File: src/rtl/pong_pkg.sv
// ---------------------------------------------------------------------------
// pong_pkg
// Shared definitions for the two-paddle ball game controller.
//   game_state_t : controller state encoding, also exported on the state port
//   SCREEN_W/H   : visible playfield size in pixels (800x600)
//   SCORE_W      : score register width (scores 0..15)
//   BALL_Y_W     : width of the ball row coordinate
//   cnt_width()  : minimum counter width able to hold 0..n-1 (at least 1 bit)
// ---------------------------------------------------------------------------
package pong_pkg;

    typedef enum logic [2:0] {
        ST_IDLE   = 3'd0,
        ST_SERVE  = 3'd1,
        ST_PLAY   = 3'd2,
        ST_POINT  = 3'd3,
        ST_OVER   = 3'd4,
        ST_PAUSED = 3'd5
    } game_state_t;

    localparam int SCREEN_W = 800;
    localparam int SCREEN_H = 600;
    localparam int SCORE_W  = 4;
    localparam int BALL_Y_W = 10;

    function automatic int cnt_width(input int n);
        return (n > 1) ? $clog2(n) : 1;
    endfunction

endpackage

File: src/rtl/pong_game_ctrl_btn_edge.sv
// ---------------------------------------------------------------------------
// btn_edge
// One-cycle rising-edge detector for a synchronous push-button level.
// A level held high yields a single pulse; a new pulse needs at least one
// sampled low cycle in between.
//   clk   : system clock
//   rst   : synchronous active-high reset (clears the history register)
//   level : synchronous button level
//   rise  : high for the cycle in which level is 1 and was 0 on the last edge
// ---------------------------------------------------------------------------
module btn_edge (
    input  logic clk,
    input  logic rst,
    input  logic level,
    output logic rise
);

    logic level_q;

    always_ff @(posedge clk) begin
        if (rst) begin
            level_q <= 1'b0;
        end else begin
            level_q <= level;
        end
    end

    // Combinational so the consuming FSM reacts on the very edge that
    // samples the new level; the FSM's own outputs are what get registered.
    assign rise = level & ~level_q;

endmodule

File: src/rtl/pong_game_ctrl.sv
// ---------------------------------------------------------------------------
// pong_game_ctrl
// Game-sequencing controller around the ball motion datapath: waits for a
// serve, enables ball motion once per game tick, detects a missed ball at the
// top or bottom edge, awards the point, pauses, reloads the ball and declares
// the winner.
//
// Optional feature: define GAME_PAUSE_EN to enable the pause toggle. Without
// it the pause port is accepted but ignored and PAUSED is never entered.
//
// Ports
//   clk        : system clock
//   rst        : synchronous active-high reset
//   serve      : serve/restart button level (rising edge used)
//   pause      : pause toggle button level (rising edge used, GAME_PAUSE_EN)
//   ball_y     : current ball row from the motion block
//   move_en    : one-cycle step pulse to the motion block, once per tick in PLAY
//   ball_load  : one-cycle strobe, motion block reloads the centre position
//   serve_dir  : vertical start direction applied with ball_load (1 = down)
//   score_bot  : bottom player's score
//   score_top  : top player's score
//   game_over  : high in OVER
//   winner     : 1 = bottom player won, valid while game_over is high
//   state      : current state encoding for display/debug
//
// State table
//   state  | meaning
//   IDLE   | after reset, scores 0, waiting for first serve (loads the ball)
//   SERVE  | ball loaded at centre, waiting for a serve edge to launch
//   PLAY   | ball moving, move_en pulses on every tick, miss detection live
//   POINT  | point awarded, holding POINT_TICKS ticks before reload/game end
//   OVER   | a player reached WIN_SCORE, serve edge restarts the match
//   PAUSED | play frozen, tick counter held (GAME_PAUSE_EN only)
// ---------------------------------------------------------------------------
module pong_game_ctrl
    import pong_pkg::*;
#(
    parameter int T_TICK      = 500_000,
    parameter int MISS_TOP    = 1,
    parameter int MISS_BOT    = SCREEN_H - 2,
    parameter int POINT_TICKS = 100,
    parameter int WIN_SCORE   = 9
) (
    input  logic                clk,
    input  logic                rst,
    input  logic                serve,
    input  logic                pause,
    input  logic [BALL_Y_W-1:0] ball_y,
    output logic                move_en,
    output logic                ball_load,
    output logic                serve_dir,
    output logic [SCORE_W-1:0]  score_bot,
    output logic [SCORE_W-1:0]  score_top,
    output logic                game_over,
    output logic                winner,
    output logic [2:0]          state
);

    localparam int TICK_W = cnt_width(T_TICK);
    localparam int PT_W   = cnt_width(POINT_TICKS);

    localparam logic [TICK_W-1:0]   TICK_LAST = TICK_W'(T_TICK - 1);
    localparam logic [PT_W-1:0]     PT_LAST   = PT_W'(POINT_TICKS - 1);
    localparam logic [SCORE_W-1:0]  WIN       = SCORE_W'(WIN_SCORE);
    localparam logic [BALL_Y_W-1:0] Y_TOP     = BALL_Y_W'(MISS_TOP);
    localparam logic [BALL_Y_W-1:0] Y_BOT     = BALL_Y_W'(MISS_BOT);

    game_state_t       st;
    logic [TICK_W-1:0] tick_cnt;
    logic              tick;
    logic              tick_run;
    logic [PT_W-1:0]   point_cnt;
    logic              serve_rise;
    logic              pause_rise;
    logic              pause_go;
    logic              bot_won;
    logic              top_won;

    btn_edge u_serve_edge (
        .clk   (clk),
        .rst   (rst),
        .level (serve),
        .rise  (serve_rise)
    );

    btn_edge u_pause_edge (
        .clk   (clk),
        .rst   (rst),
        .level (pause),
        .rise  (pause_rise)
    );

`ifdef GAME_PAUSE_EN
    assign pause_go = pause_rise;
    assign tick_run = (st != ST_PAUSED);
`else
    logic unused_pause;
    assign unused_pause = pause_rise;
    assign pause_go     = 1'b0;
    assign tick_run     = 1'b1;
`endif

    // Free-running tick timer; only held while the game is paused so that a
    // resume continues the interrupted tick instead of starting a fresh one.
    always_ff @(posedge clk) begin
        if (rst) begin
            tick_cnt <= '0;
        end else if (tick_run) begin
            if (tick_cnt == TICK_LAST) begin
                tick_cnt <= '0;
            end else begin
                tick_cnt <= tick_cnt + 1'b1;
            end
        end
    end

    assign tick    = (tick_cnt == TICK_LAST);
    assign bot_won = (score_bot == WIN);
    assign top_won = (score_top == WIN);

    always_ff @(posedge clk) begin
        if (rst) begin
            st        <= ST_IDLE;
            move_en   <= 1'b0;
            ball_load <= 1'b0;
            serve_dir <= 1'b1;
            score_bot <= '0;
            score_top <= '0;
            game_over <= 1'b0;
            winner    <= 1'b0;
            point_cnt <= '0;
        end else begin
            move_en   <= 1'b0;
            ball_load <= 1'b0;

            case (st)
                ST_IDLE: begin
                    score_bot <= '0;
                    score_top <= '0;
                    if (serve_rise) begin
                        ball_load <= 1'b1;
                        serve_dir <= 1'b1;
                        st        <= ST_SERVE;
                    end
                end

                ST_SERVE: begin
                    if (serve_rise) begin
                        st <= ST_PLAY;
                    end
                end

                ST_PLAY: begin
                    // Pause is taken before miss detection: the ball is frozen
                    // while paused, so a pending miss is still seen on resume.
                    // move_en is only raised when PLAY is kept, so it can never
                    // appear in the cycle after the state has moved on.
                    if (pause_go) begin
                        st <= ST_PAUSED;
                    end else if (ball_y <= Y_TOP) begin
                        if (!bot_won) begin
                            score_bot <= score_bot + 1'b1;
                        end
                        serve_dir <= 1'b0;
                        point_cnt <= '0;
                        st        <= ST_POINT;
                    end else if (ball_y >= Y_BOT) begin
                        if (!top_won) begin
                            score_top <= score_top + 1'b1;
                        end
                        serve_dir <= 1'b1;
                        point_cnt <= '0;
                        st        <= ST_POINT;
                    end else begin
                        move_en <= tick;
                    end
                end

                ST_POINT: begin
                    // The partial tick in progress on entry is the first one.
                    if (tick) begin
                        if (point_cnt == PT_LAST) begin
                            if (bot_won || top_won) begin
                                game_over <= 1'b1;
                                winner    <= bot_won;
                                st        <= ST_OVER;
                            end else begin
                                ball_load <= 1'b1;
                                st        <= ST_SERVE;
                            end
                        end else begin
                            point_cnt <= point_cnt + 1'b1;
                        end
                    end
                end

                ST_OVER: begin
                    if (serve_rise) begin
                        score_bot <= '0;
                        score_top <= '0;
                        game_over <= 1'b0;
                        winner    <= 1'b0;
                        ball_load <= 1'b1;
                        st        <= ST_SERVE;
                    end
                end

                ST_PAUSED: begin
                    if (pause_go) begin
                        st <= ST_PLAY;
                    end
                end

                default: begin
                    st <= ST_IDLE;
                end
            endcase
        end
    end

    assign state = st;

endmodule

File: config.mk
export PLATFORM = sky130hd
export DESIGN_NAME = pong_game_ctrl
export DESIGN_NICKNAME = d
export VERILOG_FILES = /design/src/rtl/pong_pkg.sv /design/src/rtl/pong_game_ctrl_btn_edge.sv /design/src/rtl/pong_game_ctrl.sv
export SDC_FILE = /design/constraint.sdc
export NUM_CORES = 1
export LEC_CHECK = 0
export CORE_MARGIN = 5
export CORE_UTILIZATION = 50
export DETAILED_ROUTE_END_ITERATION = 12
export GPL_TIMING_DRIVEN = 0
export PLACE_DENSITY = 0.75
export SLEW_MARGIN = 40
export SYNTH_ARGS = -nofsm -noshare
export SYNTH_HDL_FRONTEND = slang
export SYNTH_SLANG_ARGS = --single-unit
File: constraint.sdc
create_clock -name clk -period 1.9 [get_ports clk]
set_input_delay 0.38 -clock clk [delete_from_list [all_inputs] [get_ports clk]]
set_output_delay 0.38 -clock clk [all_outputs]
set_load 0.02 [all_outputs]
==> results by group, run 1 <==
Global routing
  • Largest net degree at the start of global routing: 14
  • Vias in the first global route: between 1500 and 2000
  • Initial antenna violation count: 0
  • First-pass GRT wire length: roughly 8800 um
  • Grt total ovfl: 0
  • Total track usage: between 10% and 20%

Synthesis
  • Cells after Synth: 270
  • Top cell type's share of synthesized area: about 38%
  • Syn_nets: 290
  • Number of synthesized flops with an enable pin: 0
  • Sequential cell area fraction in the yosys report: 37.7%
  • Synthesis Warnings: 0
  • Synth area leaders: dfxtp_1, nor2_1, xnor2_1
  • Top FF cell, synth: dfxtp_1
  • Async SR Flop Fraction: 0%
  • Flops & latches, synth: 43
  • Yosys top cell by area: dfxtp_1
  • Mapped cell area: roughly 2300 sq um
  • Synth unique cells: between 50 and 60
  • Mean post-synth cell area: about 8.5 sq um

Worst hold path
  • HP Class: flip-flop to flip-flop

Layout
  • # diodes: 0
  • Area occupied by multi-input gates: about 1400 sq um
  • Fin util: approximately two thirds
  • Fin nets: ~330
  • Fillers: approximately 360
  • Layout area overhead: 24.6%
  • Register area: about 860 sq um
  • Finished layout cell area: between 2000 and 3000 sq um
  • Layout cell share with drive strength beyond 1: approximately an eighth

Power and ir drop
  • Worst ir drop on vdd: ~0.41 mV
  • Pleak: a little under 1 nW
  • Power consumption: 0.00176 W
  • Cell Pwr Density: slightly above 600 nW/um^2

Setup path
  • Worst setup path category: primary input to flip-flop
  • Crit path capture: score_top[0]
  • Crit path from: ball_y[1]
  • Required @ worst endpoint: 2.12 ns
  • Path depth of the worst reg2reg path: 6
  • Critical Path End Type: flip-flop
  • Crit-path max FO: 6
  • Crit path arrival time: between 2 and 2.5 ns
  • CP startpoint kind: primary input
  • Reg2Reg Setup Slack: around 0.09 ns
  • RR Endpoint: point_cnt[3]
  • Critical R2R Launch: tick_cnt[17]

Timing
  • Final setup fails: 0
  • Max-Slew Margin vs Limit: 61.1%
  • Final setup margin: 0.00720 ns
  • Skew final: about 0.01 ns
  • Max Slew Vio Count: 0
  • Highest Clock Rate: ~0.53 GHz
  • Fin Setup TNS: 0 ns
  • Tightest Pin Transition: about 0.58 ns
  • Fin crit period: 1.89 ns
  • Final Cycle Share: 99.6%
  • Final hold viol count: 0

Placed design
  • Placed inst area: approximately 2600 sq um
  • HPWL after DPL: between 3000 and 4000 um
  • I/O Buffers: 26
  • GP Congestion: slightly above 0.8
  • Setup WS pre-CTS: -0.304 ns

Route
  • Routed Antenna Nets: 0
  • DR WL/cell: around 15 um
  • Drt first-iter violations: between 150 and 200
  • Drt first pass iters: 4
  • Vias/cell: roughly 6.0
  • # DRC: 0
  • DR vias: between 2000 and 2500
  • Total wire length: 5360 um

Status
  • Status: finished clean

Clock network
  • Clock Tree Root: clkbuf_8
  • Clk slew on worst S/H paths: about 0.080 ns
  • Clock latency on the worst-skew pair: ~0.3 ns
  • TritonCTS clock tree: built
  • # clock sinks: 43
  • H-tree depth: 2
  • Clock buffer count from CTS: 5
  • Clock buffer depth: 2

Floorplanning
  • Initial Utilization: approximately 52%
  • Die ar.: 6020 sq um
  • I/O pins: 30
  • Num rows: 24
  • Core ar.: approximately 4400 sq um
  • Die width: a little under 80 um
  • Die Ht: approximately 78 um

Run
  • Max Cap Viol: 0
## worst min-delay path by stage
stage                       startpoint            to  slack, ns  cells past startpoint
final                      tick_cnt[0]   tick_cnt[0]       0.47                      1
after global routing      point_cnt[0]  point_cnt[0]       0.52                      1
after global placement     tick_cnt[0]   tick_cnt[0]       0.45                      1
after CTS                  tick_cnt[0]   tick_cnt[0]       0.47                      1
after floorplan            tick_cnt[0]   tick_cnt[0]       0.43                      1
after detailed placement   tick_cnt[0]   tick_cnt[0]       0.45                      1
## per-stage QoR
step | instances | hold slack (ns)
after floorplan | 270 | 0.426
after global placement | 348 | 0.445
after detailed placement | 348 | 0.450
after CTS | 357 | 0.470
after global routing | 360 | 0.519
final | 360 | 0.470
## final cells by class
class	count	share of cell area, %
multi-input cells	209	50.6
well taps	52	2.29
plain buffers	7	1.01
repair buffers	31	10.8
clock buffers	7	3.39
flip-flops and latches	43	30.3
clock inverters	1	0.264
inverters	10	1.32
## critical path, cell delays in order
cell and delay (ns):
clkdlybuf4s50_1 0.49, a21oi_1 0.08, a2bb2oi_2 0.17, o31a_1 0.33, or4_1 0.51, a21oi_2 0.15
## synth_stat cells, types with 4 or more instances
library cell	instances
o21ai_0	11
o31ai_1	4
nand3_1	19
nand4_1	8
nor2_1	37
clkbuf_1	6
and4_1	4
nor2b_1	4
and2_1	4
ha_1	6
nand2_1	14
inv_1	9
xnor2_1	11
a21oi_1	14
dfxtp_1	43
xor2_1	6
nor3_1	9
## where the power goes
part | switching (W) | internal (W)
clock | 0.000319 | 0.000331
combinational | 0.000114 | 0.0000750
sequential | 0.0000117 | 0.000913
## cells in the final DEF, fill, tap and decap left out, types with 8 or more instances in the layout
master           count
nand2_1             13
a21oi_1             13
nor3_1               8
dfxtp_1             42
clkdlybuf4s50_1     22
nor2_1              36
inv_1                9
nand4_1              8
nand3_1             19
o21ai_0             11
xnor2_1             11
## flip-flops by register name (all words and copies together), names as in the netlist
signal	count
score_bot	4
state	3
game_over	1
ball_load	1
point_cnt	7
u_serve_edge.level_q	1
serve_dir	1
score_top	4
move_en	1
winner	1
tick_cnt	19
## kinds of logic (layout without fill, tap and decap cells)
group | count (synthesis) | in the layout | synth area share [%]
and+or+nand+nor | 131 | 131 | 32.7
DFF | 43 | 43 | 37.7
adders and majority gates | 6 | 6 | 3.29
xor gates and xnor gates | 17 | 17 | 6.52
buffers and inverters | 18 | 56 | 3.07
AOI/OAI and AO/OA | 55 | 55 | 16.7
## per-layer routing
| metal | wire length (um) | vias up | track usage [%] |
|---|---|---|---|
| li1 | - | 1079 | - |
| met1 | 2520 | 1038 | 24.8 |
| met2 | 2520 | 46 | 25.9 |
| met3 | 226 | 8 | 3.36 |
| met4 | 92 | 0 | 7.39 |
| met5 | 0 | - | 0 |
## what timing repair did
action	4_1_cts	5_1_grt
pin swaps	0	5
setup buffers	1	4
gates resized for setup	1	20
cloned	0	0
hold buffers	0	0
endpoints found under the setup margin	1	27
Note: power is estimated with default switching activity, not from simulation.
==> run 2, diff against run 1 <==
--- a/constraint.sdc
+++ b/constraint.sdc
@@ -3,2 +3,2 @@
 set_output_delay 0.38 -clock clk [all_outputs]
-set_load 0.02 [all_outputs]
+set_load 0.05 [all_outputs]
==> run 2 against run 1 <==
Non-clock buffer count grew 1. Design area is 0.35% higher. Largest cell class unchanged. Largest power group unchanged. Die area is the same. Clock power up 1%. Count of clock-buffer cells in the layout unchanged. Critical endpoint is now state[0]. Sequential power about the same. First-iteration DRC count shrank 3.8%. Flip-flop and latch count is the same.
==> results by group, run 2 (synthesis gave the netlist of run 1 again) <==
Power and ir drop
  • NetSw: 0.000467 W (+5.0%)
  • Worst ir drop on vdd: 0.389 mV (-5.7%)
  • Pleak: 1.09 nW (+11%)
  • Clk pwr share: 36.8% (about the same)
  • Power consumption: 0.00179 W (+1.3%)
  • Sequential cell fraction of total power: 51.7% (-0.7 points)
  • Logic pwr share: 11.6% (+0.9 points)
  • Cell Pwr Density: 627 nW/um^2 (+0.98%)
  • Switch share: 26.1% (+0.91 points)
  • Total internal power: 0.00132 W (+0.10%)

Global routing
  • Total track usage: 18.2% (+0.69 points)
  • Initial antenna violation count: 0 (unchanged)
  • First-pass GRT wire length: 9120 um (+3.4%)
  • Largest net degree at the start of global routing: 14 (unchanged)
  • Vias in the first global route: 1936 (-0.10%)
  • Grt total ovfl: 0 (unchanged)

Layout
  • Layout area overhead: 25.0%
  • Layout cell share with drive strength beyond 1: 12.6% (+0.61 points)
  • Commonest non-fill, non-tap cell in the layout: dfxtp_1
  • # diodes: 0 (unchanged)
  • Top reg by flops: tick_cnt
  • Fin nets: 328 (+0.31%)
  • Fillers: 374 (+3.3%)
  • Largest register FFs: 19 (unchanged)
  • Non-filler cells, final: 361 (+0.28%)
  • Most frequent cells in the layout: dfxtp_1, nor2_1, nand3_1
  • Largest registers: tick_cnt: 19 flops, point_cnt: 7 flops

Clock network
  • Clock buffer count from CTS: 5 (unchanged)
  • H-tree depth: 2 (unchanged)
  • Clk slew on worst S/H paths: 0.08 ns (about the same)
  • TritonCTS clock tree: built
  • # clock sinks: 43 (unchanged)
  • Clock Tree Root: clkbuf_8
  • Clock buffer depth: 2 (unchanged)
  • Clock latency on the worst-skew pair: 0.30 ns (about the same)

Floorplanning
  • Die ar.: 6020 sq um (unchanged)
  • Die width: 77.6 um (unchanged)
  • Num rows: 24 (unchanged)
  • Core ar.: 4380 sq um (unchanged)
  • Die Ht: 77.6 um (unchanged)
  • I/O pins: 30 (unchanged)
  • Initial Utilization: 52.1% (unchanged)

Setup path
  • Worst setup path category: flip-flop to output port
  • Required @ worst endpoint: 1.52 ns (-0.60 ns)
  • Crit path arrival time: 1.51 ns (-0.61 ns)
  • CP peak stage delay: 0.83 ns (+0.32 ns)
  • Cell Chain, Critical Path: clkdlybuf4s50_1
  • Crit-path max FO: 3 (-3)
  • Critical Path End Type: output port
  • Largest delay share family, worst path: buffers and inverters
  • CP startpoint kind: flip-flop
  • Slowest-stage cell, CP: clkdlybuf4s50_1
  • WP buf/inv: 1 (unchanged)

Worst hold path
  • HP Class: flip-flop to flip-flop

Timing
  • Highest Clock Rate: 0.530 GHz (+0.35%)
  • Final setup fails: 0 (unchanged)
  • RSZ-0062 raised after global routing: true
  • Final hold viol count: 0 (unchanged)
  • Max-Slew Margin vs Limit: 65.3% (+4.3 points)
  • Skew final: 0.00561 ns (-0.00443 ns)
  • Final Cycle Share: 99.3% (-0.34 points)
  • Fin crit period: 1.89 ns (-0.00655 ns)
  • Max Slew Vio Count: 0 (unchanged)
  • Tightest Pin Transition: 0.516 ns (-0.0623 ns)

Route
  • Total wire length: 5510 um (+2.7%)
  • DR WL/cell: 15.2 um (+2.4%)
  • Routed Antenna Nets: 0 (unchanged)
  • # DRC: 0 (unchanged)
  • Vias/cell: 5.98 (-0.92%)
  • Drt first-iter violations: 152 (-3.8%)
  • Drt first pass iters: 4 (unchanged)
  • DR vias: 2157 (-0.64%)

Placed design
  • HPWL after DPL: 3810 um (+1.5%)
  • GP Congestion: 0.831 (-0.13%)
  • Dpl cells: 348 (unchanged)
  • I/O Buffers: 26 (unchanged)

Status
  • Status: finished clean

Run
  • Max Cap Viol: 0 (unchanged)
[run 2: final timing paths]
path | cells after the start | from | to | slack [ns]
setup / recovery | 1 | state[0] | state[0] | 0.01
hold / removal | 1 | tick_cnt[0] | tick_cnt[0] | 0.47
hold reg to reg | 1 | tick_cnt[0] | tick_cnt[0] | 0.47
setup reg to reg | 6 | tick_cnt[17] | point_cnt[3] | 0.04
[run 2: final cells by class]
type	count	area [sq um]	area share (%)
inverters	10	37.5	1.32
well taps	52	65.1	2.28
repair buffers	32	315	11.1
clock inverters	1	6.26	0.219
flip-flops and latches	43	867	30.4
multi-input cells	209	1440	50.4
plain buffers	7	28.8	1.01
clock buffers	7	96.3	3.38
[run 2: power groups by stage]
stage / clock network, W / logic, W / registers (W)
6_report: 0.000657 / 0.000207 / 0.000924
5_1_grt: 0.000715 / 0.000229 / 0.000926
4_1_cts: 0.000670 / 0.000196 / 0.000922
3_5_place_dp: 0 / 0.000193 / 0.000943
3_3_place_gp: 0 / 0.000191 / 0.000943
2_1_floorplan: 0 / 0.000103 / 0.000965
[run 2: timing repair]
| action | in CTS | in global routing |
|---|---|---|
| hold buffers | 0 | 0 |
| setup buffers | 2 | 4 |
| gates resized for setup | 11 | 21 |
| pin swaps | 1 | 3 |
| setup endpoints to repair | 12 | 27 |
[run 2: layer usage]
| layer | vias up | track usage, % | routed length [um] |
|---|---|---|---|
| li1 | 1079 | - | - |
| met3 | 6 | 3.94 | 265 |
| met1 | 1020 | 25.4 | 2530 |
| met5 | - | 0 | 0 |
| met2 | 52 | 28.2 | 2640 |
| met4 | 0 | 5.50 | 67 |
[run 2: stage by stage]
stage,setup WS [ns],cell area (sq um),hold slack [ns],TNS (ns),utilization [%]
6_report,0.0137,2850,0.467,0,65.1
3_3_place_gp,-0.280,2610,0.442,-3.35,59.6
4_1_cts,-0.00329,2740,0.469,-0.00329,62.6
3_5_place_dp,-0.391,2610,0.452,-4.62,59.6
5_1_grt,-0.0487,2850,0.508,-0.117,65.1
2_1_floorplan,0.0167,2290,0.426,0,-
==> run 3, diff against run 2 <==
- CTS_CLUSTER_SIZE: not set -> 28
==> results of run 3 <==
The final DEF is identical to that of run 2; final timing and power are the same.
